File: src/rtl/decoder_pkg.sv
// Decoder-side types shared by every CSR: operand word, immediate source and CSR opcode.
package decoder_pkg;

    typedef logic [31:0] word;
    typedef logic [4:0]  r;

    typedef enum logic [2:0] {
        CSR_NONE = 3'b000,
        CSRRW    = 3'b001,
        CSRRS    = 3'b010,
        CSRRC    = 3'b011,
        CSRRWI   = 3'b101,
        CSRRSI   = 3'b110,
        CSRRCI   = 3'b111
    } csr_t;

endpackage

File: src/rtl/timer_pkg.sv
// Shared definitions for csr_timer: config field layout and the write-event decode.
package timer_pkg;

    localparam int unsigned PrescalerBitsDefault = 4;
    localparam int unsigned PrescalerLsb         = 0;
    localparam int unsigned CompareLsb           = PrescalerBitsDefault;

    typedef struct packed {
        logic [31-PrescalerBitsDefault:0] compare;
        logic [PrescalerBitsDefault-1:0]  prescaler;
    } timer_cfg_t;

    // Set/clear with an all-zero mask is a pure read and must not restart the timer.
    function automatic logic is_csr_write(input decoder_pkg::csr_t op,
                                          input decoder_pkg::word in,
                                          input decoder_pkg::r rs1);
        case (op)
            decoder_pkg::CSRRW, decoder_pkg::CSRRWI: return 1'b1;
            decoder_pkg::CSRRS, decoder_pkg::CSRRC:  return in != '0;
            decoder_pkg::CSRRSI, decoder_pkg::CSRRCI: return rs1 != '0;
            default:                                 return 1'b0;
        endcase
    endfunction

endpackage

File: src/rtl/csr.sv
// Generic CSR storage: applies the Zicsr read-modify-write ops and returns the pre-access value.
module csr
    import decoder_pkg::*;
#(
    parameter word DefaultValue = '0
) (
    input  logic clk,
    input  logic reset,
    input  logic en,
    input  r     rs1,
    input  csr_t op,
    input  word  in,
    output word  old,
    output word  value
);

    word value_q, value_d, old_q, imm;

    assign imm = {27'b0, rs1};

    always_comb begin
        value_d = value_q;
        case (op)
            CSRRW:   value_d = in;
            CSRRS:   value_d = value_q | in;
            CSRRC:   value_d = value_q & ~in;
            CSRRWI:  value_d = imm;
            CSRRSI:  value_d = value_q | imm;
            CSRRCI:  value_d = value_q & ~imm;
            default: value_d = value_q;
        endcase
    end

    always_ff @(posedge clk) begin
        if (reset) begin
            value_q <= DefaultValue;
            old_q   <= '0;
        end else if (en) begin
            value_q <= value_d;
            old_q   <= value_q;
        end
    end

    assign old   = old_q;
    assign value = value_q;

endmodule

File: src/rtl/csr_timer.sv
// CSR-mapped periodic timer: prescaled tick counter with a one-cycle match interrupt.
// Define CSR_TIMER_ONESHOT_EN to halt after the first match until the next write.
module csr_timer
    import decoder_pkg::*;
    import timer_pkg::*;
#(
    parameter word         DefaultValue  = '0,
    parameter int unsigned PrescalerBits = PrescalerBitsDefault
) (
    input  logic clk,
    input  logic reset,
    input  logic en,
    input  r     rs1,
    input  csr_t op,
    input  word  in,
    output word  old,
    output word  count,
    output logic interrupt
);

    localparam int unsigned CmpW = 32 - PrescalerBits;
    localparam int unsigned PreW = 2 ** PrescalerBits;

    word                      cfg;
    logic [PrescalerBits-1:0] presc_exp;
    logic [CmpW-1:0]          compare;
    logic [PreW-1:0]          presc_q, presc_d, presc_top;
    logic [CmpW-1:0]          count_q, count_d;
    logic                     irq_q, irq_d;
    logic                     wr, tick, running, match;

    csr #(
        .DefaultValue(DefaultValue)
    ) u_cfg (
        .clk  (clk),
        .reset(reset),
        .en   (en),
        .rs1  (rs1),
        .op   (op),
        .in   (in),
        .old  (old),
        .value(cfg)
    );

    assign presc_exp = cfg[PrescalerBits-1:0];
    assign compare   = cfg[31:PrescalerBits];
    assign wr        = en && is_csr_write(op, in, rs1);
    assign presc_top = (PreW'(1) << presc_exp) - PreW'(1);
    assign tick      = (presc_q == presc_top);

`ifdef CSR_TIMER_ONESHOT_EN
    logic halted_q, halted_d;

    always_comb halted_d = wr ? 1'b0 : (halted_q | (tick & match));

    always_ff @(posedge clk) begin
        if (reset) halted_q <= 1'b0;
        else       halted_q <= halted_d;
    end
`else
    logic halted_q;
    assign halted_q = 1'b0;
`endif

    assign running = (compare != '0) && !halted_q;
    assign match   = running && (count_q == compare - CmpW'(1));

    always_comb begin
        presc_d = presc_q;
        count_d = count_q;
        irq_d   = 1'b0;
        if (wr) begin
            presc_d = '0;
            count_d = '0;
        end else begin
            presc_d = tick ? '0 : presc_q + PreW'(1);
            if (running && tick) begin
                if (match) begin
                    count_d = '0;
                    irq_d   = 1'b1;
                end else begin
                    count_d = count_q + CmpW'(1);
                end
            end
        end
    end

    always_ff @(posedge clk) begin
        if (reset) begin
            presc_q <= '0;
            count_q <= '0;
            irq_q   <= 1'b0;
        end else begin
            presc_q <= presc_d;
            count_q <= count_d;
            irq_q   <= irq_d;
        end
    end

    assign count     = {{PrescalerBits{1'b0}}, count_q};
    assign interrupt = irq_q;

endmodule

File: config.mk
export PLATFORM = sky130hd
export DESIGN_NAME = csr_timer
export DESIGN_NICKNAME = d
export VERILOG_FILES = /design/src/rtl/decoder_pkg.sv /design/src/rtl/timer_pkg.sv /design/src/rtl/csr.sv /design/src/rtl/csr_timer.sv
export SDC_FILE = /design/constraint.sdc
export NUM_CORES = 1
export LEC_CHECK = 0
export CAP_MARGIN = 0
export CORE_MARGIN = 4
export CORE_UTILIZATION = 30
export CTS_CLUSTER_SIZE = 30
export DETAILED_ROUTE_END_ITERATION = 8
export PLACE_DENSITY_LB_ADDON = 0.2
export SLEW_MARGIN = 0
export SYNTH_ARGS = -nofsm -noshare
export SYNTH_HDL_FRONTEND = slang
export SYNTH_SLANG_ARGS = --single-unit
File: constraint.sdc
create_clock -name clk -period 4.2 [get_ports clk]
set_clock_uncertainty 0.2 [all_clocks]
set_input_delay 0.84 -clock clk [delete_from_list [all_inputs] [get_ports clk]]
set_output_delay 0.84 -clock clk [all_outputs]
set_load 0.005 [all_outputs]
==> flow_summary.yaml <==
status:
  status: "completed"
grt:
  grt_pass1_wl_um: 31100
  grt_overflow_total: 0
  grt.total_usage_pct: 16.4
  grt_pass1_vias: 5494
  antenna_found_initial: 0
  grt_max_degree: 65
  grt_use_met3_pct: 2.83
  grt_busiest_layer: "met2"
  globalRouteMet1Util_pct: 22.3
  use_met2_pct: 26.1
pwr:
  p_comb_share_pct: 18.8
  p_leak_nw: 2.73
  swShare_pct: 29.5
  seq_power_share_pct: 45.1
  p_clk_share_pct: 36.1
  intPower_mw: 1.72
  peakVddDrop_mv: 0.190
  cellPowerDensity_nw_per_um2: 313
  power_switching_mw: 0.718
cts:
  clk_pin_slew_worst_paths_ns: 0.08
  clock_latency_ns: 0.36
  cts_buffer_depth: 2
  hold_buffers: 0
  postCtsSetupBuffers: 0
  clockRootBuffer: "clkbuf_16"
  h-tree-depth: 3
  clock_sinks: 109
  cts_resized: 0
  cts_tree: "yes"
  cts_inserted_buffers: 9
placed_design:
  post_dp_cell_area_um2: 7470
  dp.final_hpwl_um: 14400
  gp_congestion: 0.849
  placed_cells: 1103
  port_buffers: 103
timing:
  setup_viol: 0
  slew_headroom_pct: 38.0
  finalCritPeriodShare_pct: 87.8
  clock.fmax_mhz: 271
  period_minus_slack_ns: 3.69
  grt_setup_unrepaired: "no"
  drv_slew: 0
  finalHoldViolCount: 0
  worst_pin_slew_ns: 0.922
  setup_tns_ns: 0
drt:
  first_iter_violations: 387
  drcViolationCount: 0
  firstDrtPassIters: 5
  num_vias: 5640
  wl_per_cell_um: 17.2
  ant_nets: 0
  vias_per_cell: 5.04
  routed_wl_um: 19300
hold_path:
  hold_path.class: "reg -> reg"
  hp-start: "u_cfg.old[20]$_SDFFE_PP0P_"
  hold_path_depth: 2
yosys:
  yosysWarnings: 0
  seq_area_frac_synth_pct: 34.5
  synth_edf_count: 0
  avgSynthCellArea_um2: 8.21
  yosys_most_used_dff: "dfxtp_1"
  synth_top_area_cell: "dfxtp_1"
  synth_top_area_share_pct: 34.5
  synth_async_sr_flop_share_pct: 0
  syn-instance-count: 770
  syn_area_um2: 6320
  synth.distinct_cells: 66
  ys_ff_latch: 109
  synth_area_leaders: "dfxtp_1 35%, xnor2_1 8.7%, nor2_1 8.2%"
critical_path:
  crit_type: "reg -> reg"
  crit_required_ns: 4.24
  cp-start-kind: "flop"
  cp.arrival_ns: 3.73
  timing.rr.start: "u_cfg.value[1]$_SDFFE_PP0P_"
  crit_path_end_kind: "flop"
  crit_start: "u_cfg.value[1]$_SDFFE_PP0P_"
  r2r_setup_slack_ns: 0.51
  path_max_fanout: 14
  r2r.worst_path.cells: 12
cells_and_area:
  finalInstanceArea_um2: 7780
  antennaDiodeCount: 0
  layout-drive-gt1-share_pct: 5.65
  stdcell_count: 1119
  fill_cells: 2148
  final_nets: 891
  syn_to_final_growth_pct: 23.0
floorplan:
  die_y_um: 153
  start_util_pct: 30.9
  num_io_pins: 108
  coreArea_um2: 20500
  row_count: 52
  die-area_um2: 23500
  die_x_um: 153
run:
  drv_cap: 0
## worst max-delay path, cell delays in order (launching register included)
cell and delay, ns:
dfxtp_1 0.61, inv_1 0.23, nand3_1 0.14, ha_1 0.16
or3b_2 0.49, o32ai_1 0.25, o2111ai_1 0.24, nor4_4 0.24
nand4_1 0.24, buf_4 0.23, nor4_1 0.32, xnor2_1 0.16
nor2_1 0.05
## kinds of logic after synthesis
logic type                 synth area share (%)
other                                    0.0593
DFF                                        34.5
xor gates and xnor gates                   12.3
AOI/OAI and AO/OA                          13.4
buffers and inverters                      6.15
and+or+nand+nor                            26.3
muxes                                      6.49
adders and majority gates                 0.791
## cells in the final DEF (no fill, tap or decap), types with 3 or more instances in the layout
cell type / count
a211oi_1: 3
a21o_1: 5
a21oi_1: 14
a22oi_1: 24
a2bb2oi_1: 3
a31oi_1: 4
and3_1: 6
buf_4: 14
clkbuf_16: 9
clkbuf_8: 3
clkdlybuf4s50_1: 101
conb_1: 4
dfxtp_1: 109
ha_1: 4
inv_1: 17
mux2i_1: 41
nand2_1: 30
nand2b_1: 8
nand3_1: 28
nand4_1: 20
nor2_1: 139
nor2_2: 3
nor2b_1: 8
nor3_1: 26
nor3b_1: 6
nor4_1: 28
o2111ai_1: 5
o211ai_1: 4
o21ai_0: 31
o221ai_1: 3
o22a_1: 3
o31ai_1: 6
or3_1: 8
or4_1: 4
xnor2_1: 63
xor2_1: 26
## state kept, by name (all words and copies together), names as in the netlist
signal       cells
u_cfg.old       32
u_cfg.value     32
count_q         28
presc_q         16
interrupt        1
## per-stage QoR
step	setup slack [ns]	hold slack [ns]	total power [mW]	utilization, %
floorplan	0.724	0.260	1.44	-
global placement	0.552	0.275	1.58	36.5
detailed placement	0.463	0.286	1.58	36.5
CTS	0.464	0.311	2.47	38.0
global route	0.199	0.326	2.56	38.0
finish	0.512	0.303	2.44	38.0
## synthesized netlist by cell type (3+ instances only)
library cell	n
clkbuf_1	34
buf_1	5
nand2_1	30
o21ai_0	31
a21oi_1	14
inv_1	17
a21o_1	5
buf_4	6
o2111ai_1	5
o31ai_1	6
a2bb2oi_1	3
nor2_2	3
a211oi_1	3
xnor2_1	63
xor2_1	26
nor3_1	26
nor2_1	139
nand2b_1	8
mux2i_1	41
dfxtp_1	109
nor2b_1	8
or3_1	8
o211ai_1	4
or4_1	4
clkbuf_8	3
o221ai_1	3
buf_6	6
a22oi_1	24
o22a_1	3
ha_1	4
nand4_1	20
a31oi_1	4
nor3b_1	6
nand3_1	28
nor4_1	28
and3_1	6
## worst paths after layout
kind	endpoint
setup / recovery	count_q[13]$_SDFFE_PP0P_
setup reg to reg	count_q[13]$_SDFFE_PP0P_
hold reg to reg	u_cfg.old[20]$_SDFFE_PP0P_
hold / removal	u_cfg.old[20]$_SDFFE_PP0P_
## layer usage
layer	share of wire (%)	routed length (um)
met1	48	9330
met5	0	0
met4	2.3	450
met2	45	8740
met3	3.8	735
## power by group through the flow
stage	sequential (mW)	clock [mW]	combinational [mW]
CTS	1.10	0.908	0.460
detailed placement	1.12	0	0.457
floorplan	1.10	0	0.339
global route	1.10	0.946	0.508
global placement	1.12	0	0.456
finish	1.10	0.881	0.457
## area by class of cell
type	instances	area [um^2]	share of cell area, %
multi-input combinational	590	3760	48.4
inverter	17	63.8	0.820
timing repair buffer	117	1130	14.5
clock buffer	12	267	3.43
sequential	109	2180	28.1
tap	270	338	4.34
clock inverter	4	37.5	0.483
Power figures use the tool's default switching activity.
